--- config.mk ---
export PLATFORM = sky130hd
export DESIGN_NAME = uart_word_loader
export DESIGN_NICKNAME = d
export VERILOG_FILES = /design/src/rtl/uart_word_loader.sv
export SDC_FILE = /design/constraint.sdc
export NUM_CORES = 1
export LEC_CHECK = 0
export CORE_MARGIN = 10
export CORE_UTILIZATION = 40
export DETAILED_ROUTE_END_ITERATION = 8
export HOLD_SLACK_MARGIN = 0.15
export PLACE_DENSITY_LB_ADDON = 0.05
export SETUP_SLACK_MARGIN = 0.5
export SLEW_MARGIN = 0
export SYNTH_ARGS = -nofsm -noshare
export SYNTH_HDL_FRONTEND = slang
export SYNTH_SLANG_ARGS = --single-unit
--- constraint.sdc ---
create_clock -name clk -period 2.7 [get_ports clk]
set_input_delay 0.27 -clock clk [delete_from_list [all_inputs] [get_ports clk]]
set_output_delay 0.27 -clock clk [all_outputs]
set_load 0.05 [all_outputs]
--- src/rtl/uart_word_loader.sv ---
// UART receiver that packs four bytes into a big-endian word and strobes sequential word writes.
// Define UART_PARITY_EN to receive 8E1 frames instead of 8N1.
module uart_word_loader #(
    parameter int CLKS_PER_BIT = 868,
    parameter int ADDR_WIDTH   = 10
) (
    input  logic                  clk,
    input  logic                  reset,
    input  logic                  en,
    input  logic                  Rx_Serial,
    output logic                  word_valid,
    output logic [ADDR_WIDTH-1:0] word_addr,
    output logic [31:0]           word_data,
    output logic                  done,
    output logic                  frame_err
);

    localparam int CNT_W = $clog2(CLKS_PER_BIT);
    localparam logic [CNT_W-1:0] BIT_LAST  = CNT_W'(CLKS_PER_BIT - 1);
    localparam logic [CNT_W-1:0] HALF_LAST = CNT_W'(CLKS_PER_BIT / 2 - 1);
    localparam logic [ADDR_WIDTH-1:0] ADDR_LAST = '1;

`ifdef UART_PARITY_EN
    typedef enum logic [2:0] {IDLE, START, DATA, PARITY, STOP, CLEANUP} rx_state_t;
`else
    typedef enum logic [2:0] {IDLE, START, DATA, STOP, CLEANUP} rx_state_t;
`endif

    rx_state_t        state, state_next;
    logic             rx_meta, rx_s;
    logic [CNT_W-1:0] clk_cnt, clk_cnt_next;
    logic [2:0]       bit_idx, bit_idx_next;
    logic [7:0]       rx_byte, rx_byte_next;
    logic             parity_ok;
    logic             accept_byte, reject_byte;
    logic [1:0]       byte_cnt;
    logic [23:0]      pending;

    always_ff @(posedge clk or negedge reset) begin
        if (!reset) begin
            rx_meta <= 1'b1;
            rx_s    <= 1'b1;
        end else begin
            rx_meta <= Rx_Serial;
            rx_s    <= rx_meta;
        end
    end

    always_ff @(posedge clk or negedge reset) begin
        if (!reset) begin
            state   <= IDLE;
            clk_cnt <= '0;
            bit_idx <= '0;
            rx_byte <= '0;
        end else begin
            state   <= state_next;
            clk_cnt <= clk_cnt_next;
            bit_idx <= bit_idx_next;
            rx_byte <= rx_byte_next;
        end
    end

`ifdef UART_PARITY_EN
    logic parity_bit, parity_next;

    always_ff @(posedge clk or negedge reset) begin
        if (!reset) begin
            parity_bit <= 1'b0;
        end else begin
            parity_bit <= parity_next;
        end
    end

    // Even parity: data bits plus parity bit must XOR to zero.
    assign parity_ok = ~(^{rx_byte, parity_bit});
`else
    assign parity_ok = 1'b1;
`endif

    always_comb begin
        state_next   = state;
        clk_cnt_next = clk_cnt;
        bit_idx_next = bit_idx;
        rx_byte_next = rx_byte;
        accept_byte  = 1'b0;
        reject_byte  = 1'b0;
`ifdef UART_PARITY_EN
        parity_next  = parity_bit;
`endif
        if (!en) begin
            state_next   = IDLE;
            clk_cnt_next = '0;
            bit_idx_next = '0;
        end else begin
            case (state)
                IDLE: begin
                    clk_cnt_next = '0;
                    bit_idx_next = '0;
                    if (!rx_s) begin
                        state_next = START;
                    end
                end
                START: begin
                    // A line that is high again at mid-start-bit was only a glitch.
                    if (clk_cnt == HALF_LAST) begin
                        clk_cnt_next = '0;
                        state_next   = rx_s ? IDLE : DATA;
                    end else begin
                        clk_cnt_next = clk_cnt + 1'b1;
                    end
                end
                DATA: begin
                    if (clk_cnt == BIT_LAST) begin
                        clk_cnt_next = '0;
                        rx_byte_next = {rx_s, rx_byte[7:1]};
                        if (bit_idx == 3'd7) begin
`ifdef UART_PARITY_EN
                            state_next = PARITY;
`else
                            state_next = STOP;
`endif
                        end else begin
                            bit_idx_next = bit_idx + 1'b1;
                        end
                    end else begin
                        clk_cnt_next = clk_cnt + 1'b1;
                    end
                end
`ifdef UART_PARITY_EN
                PARITY: begin
                    if (clk_cnt == BIT_LAST) begin
                        clk_cnt_next = '0;
                        parity_next  = rx_s;
                        state_next   = STOP;
                    end else begin
                        clk_cnt_next = clk_cnt + 1'b1;
                    end
                end
`endif
                STOP: begin
                    if (clk_cnt == BIT_LAST) begin
                        clk_cnt_next = '0;
                        state_next   = CLEANUP;
                        if (rx_s && parity_ok) begin
                            accept_byte = ~done;
                        end else begin
                            reject_byte = 1'b1;
                        end
                    end else begin
                        clk_cnt_next = clk_cnt + 1'b1;
                    end
                end
                CLEANUP: begin
                    state_next = IDLE;
                end
                default: begin
                    state_next = IDLE;
                end
            endcase
        end
    end

    // Word assembly, write strobe and address sequencing.
    always_ff @(posedge clk or negedge reset) begin
        if (!reset) begin
            byte_cnt   <= '0;
            pending    <= '0;
            word_data  <= '0;
            word_valid <= 1'b0;
            word_addr  <= '0;
            done       <= 1'b0;
            frame_err  <= 1'b0;
        end else if (!en) begin
            byte_cnt   <= '0;
            word_valid <= 1'b0;
            word_addr  <= '0;
            done       <= 1'b0;
            frame_err  <= 1'b0;
        end else begin
            word_valid <= 1'b0;
            if (reject_byte) begin
                frame_err <= 1'b1;
            end
            if (accept_byte) begin
                pending  <= {pending[15:0], rx_byte};
                byte_cnt <= byte_cnt + 1'b1;
                if (byte_cnt == 2'd3) begin
                    word_data  <= {pending, rx_byte};
                    word_valid <= 1'b1;
                end
            end
            if (word_valid) begin
                word_addr <= word_addr + 1'b1;
                if (word_addr == ADDR_LAST) begin
                    done <= 1'b1;
                end
            end
        end
    end

endmodule

* Word level (Yosys, flattened, before mapping) *
Cells that the tools add are included.

storage, ports and cells
  bits in registers = 97
  latch bits = 0
  bits in writable memories = 0
  memory bits (read-only) = 0
  memories = 0

operators by class
  add/subtract/negate cells = 4
  multiply operators = 0
  div/mod/pow operators = 0
  order comparisons = 0
  eq/ne operators = 20
  shift operators = 0
  muxes and demuxes = 36
  bitwise logic cells = 1
  reductions and logical operators = 8

operators by type and width
  operator                                                                 count
  10-bit two-way mux                                                       5
  10-bit case mux with 3 select lines                                      1
  3-bit two-way mux                                                        9
  10-bit by 1-bit adder with 10-bit output, second input constant          2
  10-bit equality test, second input constant                              2
  3-bit inequality test, second input constant                             6
  1-bit two-way mux                                                        16
  3-bit case mux with 4 select lines                                       1
  10-bit by 9-bit equality test with 1-bit output, second input constant   1
  3-bit AND reduction                                                      3
  2-bit by 1-bit inequality test with 1-bit output, second input constant  4
  3-bit by 2-bit equality test with 1-bit output, second input constant    2
  2-bit two-way mux                                                        3
  3-bit case mux with 2 select lines                                       1
  5-bit AND reduction                                                      1
  4-bit by 2-bit inequality test with 1-bit output, second input constant  1
  2-bit AND reduction                                                      2
  3-bit by 1-bit adder with 3-bit output, second input constant            1
  3-bit by 1-bit equality test with 1-bit output, second input constant    1
  3-bit equality test, second input constant                               1
  3-bit logical NOT                                                        1
  3-bit by 1-bit inequality test with 1-bit output, second input constant  1
  2-bit by 1-bit adder with 2-bit output, second input constant            1
  2-bit equality test, second input constant                               1
  2 further kinds                                                          2

* Longest topological paths before layout *
Gate-level depths: netlist (run 1).

  depth after elaboration = 7
  gate-level depth with buffers = 7
  depth with buffers taken out = 6

* Least setup slack after synthesis (run 1) *
OpenSTA, ideal clock, no wires.

  path kind = register to register
  from = register clk_cnt[0]
  to = register word_data[10]
  arrival = 2.065 ns
  path slack = 0.510 ns
  stages on the path, launching flop included = 8
  buffers on the path = 2
  clock period less this slack = 2.190 ns
  cell sequence = dfrtp_1 -> ha_1 -> and4b_2 -> nand3_4 -> or4_4 -> buf_6 -> buf_12 -> mux2_4

between the ends
  word-level cells in the longest chain between the ends = 5

RTL lines
  item                           RTL line  source
  start: declaration             31        logic [CNT_W-1:0] clk_cnt, clk_cnt_next;
  start signal: assignment       57        clk_cnt <= clk_cnt_next;
  10-bit equality test           141       if (clk_cnt == BIT_LAST) begin
  1-bit two-way mux              141
  1-bit two-way mux              95        case (state)
  1-bit two-way mux              90        if (!en) begin
  3-bit AND reduction (no line)  n/a
  end signal: assignment         188       word_data <= {pending, rx_byte};
  end: declaration               13        output logic [31:0] word_data,

No other way between the ends.
A chain may end at the register's enable or synchronous reset.

* Final worst setup path (run 1) *
  from = register clk_cnt[1]
  to = register word_data[25]

The elaborated chain is that of the path after synthesis.

==> results of run 1 <==
[logic make-up (layout without fill, tap and decap cells)]
group                    after synthesis  after routing  synth area share (%)
AO/OA/AOI/OAI                         40             40                  6.08
XOR/XNOR                              11             11                  2.24
adder cells (fa/ha/maj)                6              6                  1.74
buffers and inverters                 21             92                  3.20
flip-flops                            97             97                  56.5
multiplexers                          67             67                  20.1
AND/OR/NAND/NOR                       78             78                  10.1
[report_power, final]
| part | switching [mW] | total, mW | internal (mW) |
|---|---|---|---|
| Clock | 0.544 | 0.924 | 0.380 |
| Sequential | 0.0139 | 1.48 | 1.46 |
| Combinational | 0.0897 | 0.137 | 0.0473 |
[layer usage]
| metal | routed length (µm) | share of wire, % | vias to the layer above |
|---|---|---|---|
| met3 | 454 | 5.3 | 12 |
| met5 | 0 | 0 | - |
| met2 | 4080 | 47 | 52 |
| met1 | 3960 | 46 | 1299 |
| li1 | - | - | 1276 |
| met4 | 129 | 1.5 | 0 |
[layout make-up]
cell class              count  share of cell area, %
clock buffers              11                   2.68
clock inverters             5                  0.876
inverters                   8                  0.568
multi-input cells         202                   33.4
flip-flops and latches     97                   46.0
well taps                 136                   3.22
repair buffers             68                   13.3
[what timing repair did]
action / 4_1_cts / 5_1_grt
hold endpoints to repair: 48 / 0
buffers inserted: 5 / 5
cloned: 1 / 1
hold buffers: 1 / 0
setup endpoints to repair: 32 / 37
gates resized for setup: 3 / 3
pin swaps: 2 / 3
[registers in the layout, summed over array words and instances, names as in the netlist, 2 cells and up]
signal	count
pending	24
state	3
word_addr	10
rx_byte	8
word_data	32
byte_cnt	2
clk_cnt	10
bit_idx	3
[how the worst max path moves through the flow]
stage                                end  slack (ns)  cells past startpoint
2_1_floorplan  word_data[10]$_DFFE_PN0P_        0.51                      7
5_1_grt        word_data[24]$_DFFE_PN0P_        0.48                      6
4_1_cts           clk_cnt[9]$_DFFE_PN0P_        0.45                      6
6_report       word_data[25]$_DFFE_PN0P_        0.53                      6
3_5_place_dp      rx_byte[7]$_DFFE_PN0P_        0.44                      7
3_3_place_gp      rx_byte[3]$_DFFE_PN0P_        0.42                      7
[stage by stage]
| stage | setup slack (ns) | power (mW) | util, % | area (µm²) |
|---|---|---|---|---|
| floorplan | 0.510 | 1.56 | - | 4300 |
| global placement | 0.422 | 1.63 | 47.2 | 4920 |
| detailed placement | 0.444 | 1.63 | 47.2 | 4920 |
| CTS | 0.454 | 2.57 | 49.9 | 5190 |
| global route | 0.481 | 2.66 | 50.7 | 5280 |
| finish | 0.533 | 2.54 | 50.7 | 5280 |
[cell usage in the layout, fill, tap and decap left out, types with 4 or more instances in the layout]
| cell type | instances |
|---|---|
| nand3_1 | 7 |
| mux2_4 | 30 |
| and3_1 | 4 |
| ha_1 | 5 |
| a211oi_1 | 4 |
| nor2_1 | 20 |
| a21oi_1 | 12 |
| clkdlybuf4s50_1 | 47 |
| nand2_1 | 15 |
| clkbuf_8 | 10 |
| o21ai_0 | 8 |
| dfrtp_1 | 95 |
| nand4_1 | 5 |
| buf_4 | 16 |
| mux2_2 | 36 |
| xor2_1 | 4 |
| or3_1 | 5 |
| inv_1 | 8 |
| xnor2_1 | 7 |
[critical path, stage by stage (launching register included)]
cell	delay [ns]
dfrtp_1	0.38
ha_2	0.20
and4b_2	0.27
nand3_4	0.09
or4_4	0.61
clkbuf_16	0.21
mux2_4	0.29
==> results.py, run 1 <==
metrics = {
    "global_routing": {
        "grt_pass1_wl_um": 14500,
        "grt_max_degree": 50,
        "grtUsageTotal_pct": 11.9,
        "gr-usage-met3_pct": 2.94,
        "grt_util_met2_pct": 18.6,
        "top_usage_layer": "met2",
        "grt_util_met1_pct": 15.3,
        "grt_pass1_vias": 2829,
        "antenna_found_initial": 0,
        "grt.overflow.total": 0,
    },
    "clock_tree": {
        "clock-sinks": 97,
        "cts_tree": "built",
        "cts-root-buf": "clkbuf_8",
        "clock_latency_ns": 0.36,
        "cts_made_buffers": 9,
        "clockBufferDepth": 2,
        "clk_transition_reported_paths_ns": 0.10,
        "htree_levels": 3,
    },
    "worst_setup_path": {
        "r2r_end": "word_data[25]$_DFFE_PN0P_",
        "critical_path_class": "flop to flop",
        "cp-start-kind": "flop",
        "required_ns": 2.94,
        "r2r_start": "clk_cnt[1]$_DFFE_PN0P_",
        "endpoint_kind": "flop",
        "r2r_setup_slack_ns": 0.53,
        "cp-startpoint": "clk_cnt[1]$_DFFE_PN0P_",
        "arrival_ns": 2.41,
        "rr_worst_depth": 6,
        "crit_path_max_fanout": 8,
    },
    "layout": {
        "diodes": 0,
        "ff_latch_area_um2": 2430,
        "nNetsFinal": 396,
        "drive_gt1_share_pct": 28.4,
        "nFillCells": 933,
        "fin_cells": 527,
        "multi_input_area_um2": 1760,
        "area_delta_synth_final_pct": 22.8,
    },
    "logic_synthesis": {
        "yosys_register_bits": 97,
        "synth_area_leaders": "dfrtp_1 55%, mux2_4 10%, mux2_2 9.4%",
        "netlist_instances": 320,
        "syn_area_um2": 4300,
        "yosysUniqueCellTypes": 48,
        "synth_nets": 330,
        "yosysTopAreaCell": "dfrtp_1",
        "ys_seq_area_share_pct": 56.5,
        "yosys_warnings": 0,
        "syn_avg_cell_area_um2": 13.4,
        "yosys.area.top_type_share_pct": 55.2,
        "synth.most_common_cell": "dfrtp_1",
        "synthTopCellsByCount": "95 x dfrtp_1, 36 x mux2_2, 30 x mux2_4",
        "synth_ff_type": "dfrtp_1",
        "async_flop_share_pct": 100,
        "synth-edff-count": 0,
    },
    "sta": {
        "setup_violations": 0,
        "worst_clock_skew_ns": 0.0115,
        "tightestPinTransition_ns": 0.688,
        "setup-tns-final_ns": 0,
        "min_period_over_period_pct": 80.2,
        "fin_crit_ns": 2.17,
        "slew_viol_final": 0,
        "timing.fmax_mhz": 462,
        "rsz0062_at_grt": "true",
        "hold_viol_final": 0,
        "maxSlewHeadroom_pct": 54.1,
        "hold_ws_ns": 0.307,
    },
    "placed_design": {
        "gp_congestion": 0.754,
        "port_buffers": 48,
        "dp.cells": 498,
        "dp_hpwl_um": 5710,
    },
    "worst_hold_path": {
        "whs_endpoint": "rx_meta$_DFF_PN1_",
        "hold_depth": 1,
        "hp-start": "Rx_Serial",
        "hold_class": "primary input to flop",
    },
    "power": {
        "p_per_area_nw_per_um2": 480,
        "leakage_nw": 2.51,
        "irDropWorstVdd_mv": 0.334,
    },
    "flow_run": {
        "maxCapViolations": 0,
    },
    "routing": {
        "wl_um": 8630,
        "wire_per_inst_um": 16.4,
        "final_antenna_net_count": 0,
        "vias_per_cell": 5.01,
        "drc": 0,
        "drt_first_pass_iters": 4,
        "drt_iter0_drc": 158,
        "via_count": 2639,
    },
    "floorplan": {
        "coreArea_um2": 10400,
        "die_x_um": 124,
        "rows": 37,
        "die_area_um2": 15300,
        "die_y_um": 124,
        "start_util_pct": 41.3,
        "io_pins": 49,
    },
    "run_status": {
        "outcome": "finished clean",
    },
}
(Power assumes the default switching activity.)
==> run 2: changes to the inputs <==
==> constraint.sdc (replaced) <==
create_clock -name clk -period 2.11 [get_ports clk]
set_input_delay 0.211 -clock clk [delete_from_list [all_inputs] [get_ports clk]]
set_output_delay 0.211 -clock clk [all_outputs]
set_load 0.05 [all_outputs]
==> run 2 against run 1 <==
Effect of this change:
- fmax is 3.2% higher
- die area stayed put
- power is 33% higher
- core utilization is 2.3 points higher
- clock power is 28% higher
- highest routed layer unchanged
- combinational power is 130% higher
- via count is 3.4% higher
- critical path depth stayed put
- sequential power is 28% higher
- sequential share of layout area is 2.0 points lower
- worst hold slack worse by 0.064 ns
- clock-buffer cell count is 2 lower
==> results.py, run 2 (synthesis results as in run 1) <==
metrics = {
    "floorplan": {
        "die_y_um": 124,
        "coreArea_um2": 10400,
        "rows": 37,
        "die_x_um": 124,
        "io_pins": 49,
        "start_util_pct": 41.3,
        "die_area_um2": 15300,
    },
    "power": {
        "p_per_area_nw_per_um2": 612,
        "leakage_nw": 2.82,
        "irDropWorstVdd_mv": 0.411,
        "finalPower_mw": 3.38,
    },
    "global_routing": {
        "antenna_found_initial": 0,
        "grt_max_degree": 43,
        "grt.overflow.total": 0,
        "grt_pass1_wl_um": 14500,
        "grtUsageTotal_pct": 11.9,
        "grt_pass1_vias": 2800,
    },
    "routing": {
        "wire_per_inst_um": 16.2,
        "drt_iter0_drc": 113,
        "drc": 0,
        "drt_first_pass_iters": 4,
        "final_antenna_net_count": 0,
        "via_count": 2728,
        "vias_per_cell": 4.99,
        "wl_um": 8870,
    },
    "clock_tree": {
        "clockBufferDepth": 2,
        "htree_levels": 3,
        "clock-sinks": 97,
        "clock_latency_ns": 0.37,
        "cts_made_buffers": 9,
        "cts-root-buf": "clkbuf_8",
        "clk_transition_reported_paths_ns": 0.10,
        "cts_tree": "built",
    },
    "worst_setup_path": {
        "critical_path_class": "flop to flop",
        "worstPathCellList": "ha_2, and4b_2, nand3_4, or4_4, buf_12, mux2_4",
        "required_ns": 2.36,
        "cp_top_family": "simple AND/OR/NAND/NOR gates",
        "crit_path_max_fanout": 23,
        "cp.buffers_inverters": 1,
        "arrival_ns": 2.35,
        "cp-start-kind": "flop",
        "cp_slowest_stage_delay_ns": 0.55,
        "endpoint_kind": "flop",
        "crit_slowest_cell": "or4_4",
    },
    "layout": {
        "area_delta_synth_final_pct": 28.3,
        "drive_gt1_share_pct": 39.4,
        "top_regs": "word_data (32), pending (24)",
        "final_cell_mix": "95 x dfrtp_1, 36 x dlygate4sd2_1, 35 x mux2_2, 32 x buf_4, 31 x mux2_4",
        "nNetsFinal": 416,
        "fin_cells": 547,
        "diodes": 0,
        "largest_reg_flops": 32,
        "largest-register": "word_data",
        "fin_area_um2": 5520,
        "final_common_cell": "dfrtp_1",
    },
    "sta": {
        "worst_clock_skew_ns": 0.0141,
        "fin_crit_ns": 2.10,
        "setup_violations": 0,
        "hold_viol_final": 0,
        "maxSlewHeadroom_pct": 63.9,
        "timing.fmax_mhz": 477,
        "min_period_over_period_pct": 99.5,
        "slew_viol_final": 0,
        "setup-tns-final_ns": 0,
        "rsz0062_at_grt": "true",
        "hold_ws_ns": 0.244,
        "tightestPinTransition_ns": 0.536,
    },
    "placed_design": {
        "dp.cells": 516,
        "gp_congestion": 0.756,
        "port_buffers": 48,
        "dpl-instance-area_um2": 5070,
        "dp_hpwl_um": 5960,
    },
    "run_status": {
        "outcome": "finished clean",
    },
    "worst_hold_path": {
        "hold_class": "primary input to flop",
    },
    "flow_run": {
        "maxCapViolations": 0,
    },
}
run 2: cell count changes in the layout (fill, tap and decap cells not counted), sizes merged:
cell           before  now
clkbuf             12   13
clkdlybuf4s50      47    2
buf                19   40
clkdlybuf4s15       0    5
clkinv              1    3
inv                12   10
clkinvlp            0    2
dlygate4sd2         0   36
run 2: path summary, 6_finish.rpt:
| kind | from | endpoint | slack [ns] | depth (start not counted) |
|---|---|---|---|---|
| min | Rx_Serial | rx_meta$_DFF_PN1_ | 0.24 | 1 |
| max in group asynchronous | reset | rx_meta$_DFF_PN1_ | 1.11 | 3 |
| max reg2reg | clk_cnt[0]$_DFFE_PN0P_ | word_data[7]$_DFFE_PN0P_ | 0.01 | 6 |
| max | clk_cnt[0]$_DFFE_PN0P_ | word_data[7]$_DFFE_PN0P_ | 0.01 | 6 |
| min in group asynchronous | reset | word_data[29]$_DFFE_PN0P_ | 0.34 | 2 |
| min reg2reg | rx_meta$_DFF_PN1_ | rx_s$_DFF_PN1_ | 0.36 | 0 |
run 2: worst reg2reg max path, cell delays in order, from the launching register on:
cell	delay, ns
dfrtp_1	0.37
ha_2	0.20
and4b_2	0.27
nand3_4	0.08
or4_4	0.55
buf_12	0.20
mux2_4	0.32
run 2: metal layers:
layer  track usage [%]  wire, µm
met3              4.16       467
met5                 0         0
met1              14.3      3890
met2              20.0      4420
met4              3.06        90
run 2: cell type report:
cell class | instances | area, µm²
Fill cell | 929 | 4900
Sequential cell | 97 | 2430
Multi-Input combinational cell | 202 | 1920
Timing Repair Buffer | 88 | 782
Tap cell | 136 | 170
Clock buffer | 9 | 124
Clock inverter | 7 | 65.1
Inverter | 8 | 30.0
run 2: timing repair:
item,CTS,global route
setup buffers,9,5
hold buffers,1,0
endpoints found under the setup margin,124,88
pin swaps,11,9
resized for setup,76,31
hold endpoints to repair,36,0
run 2: report_power, final:
| group | switching [mW] | leakage [nW] | total [mW] | internal (mW) |
|---|---|---|---|---|
| Clock | 0.726 | 0.0905 | 1.18 | 0.451 |
| Combinational | 0.176 | 1.38 | 0.315 | 0.139 |
| Sequential | 0.0140 | 1.35 | 1.89 | 1.87 |
run 2: stage by stage:
stage	utilization [%]	setup slack, ns
after detailed placement	48.7	0.00892
final	53.0	0.0115
after floorplan	-	-0.0800
after CTS	51.6	0.0277
after global placement	48.7	0.0295
after global routing	53.0	-0.0259
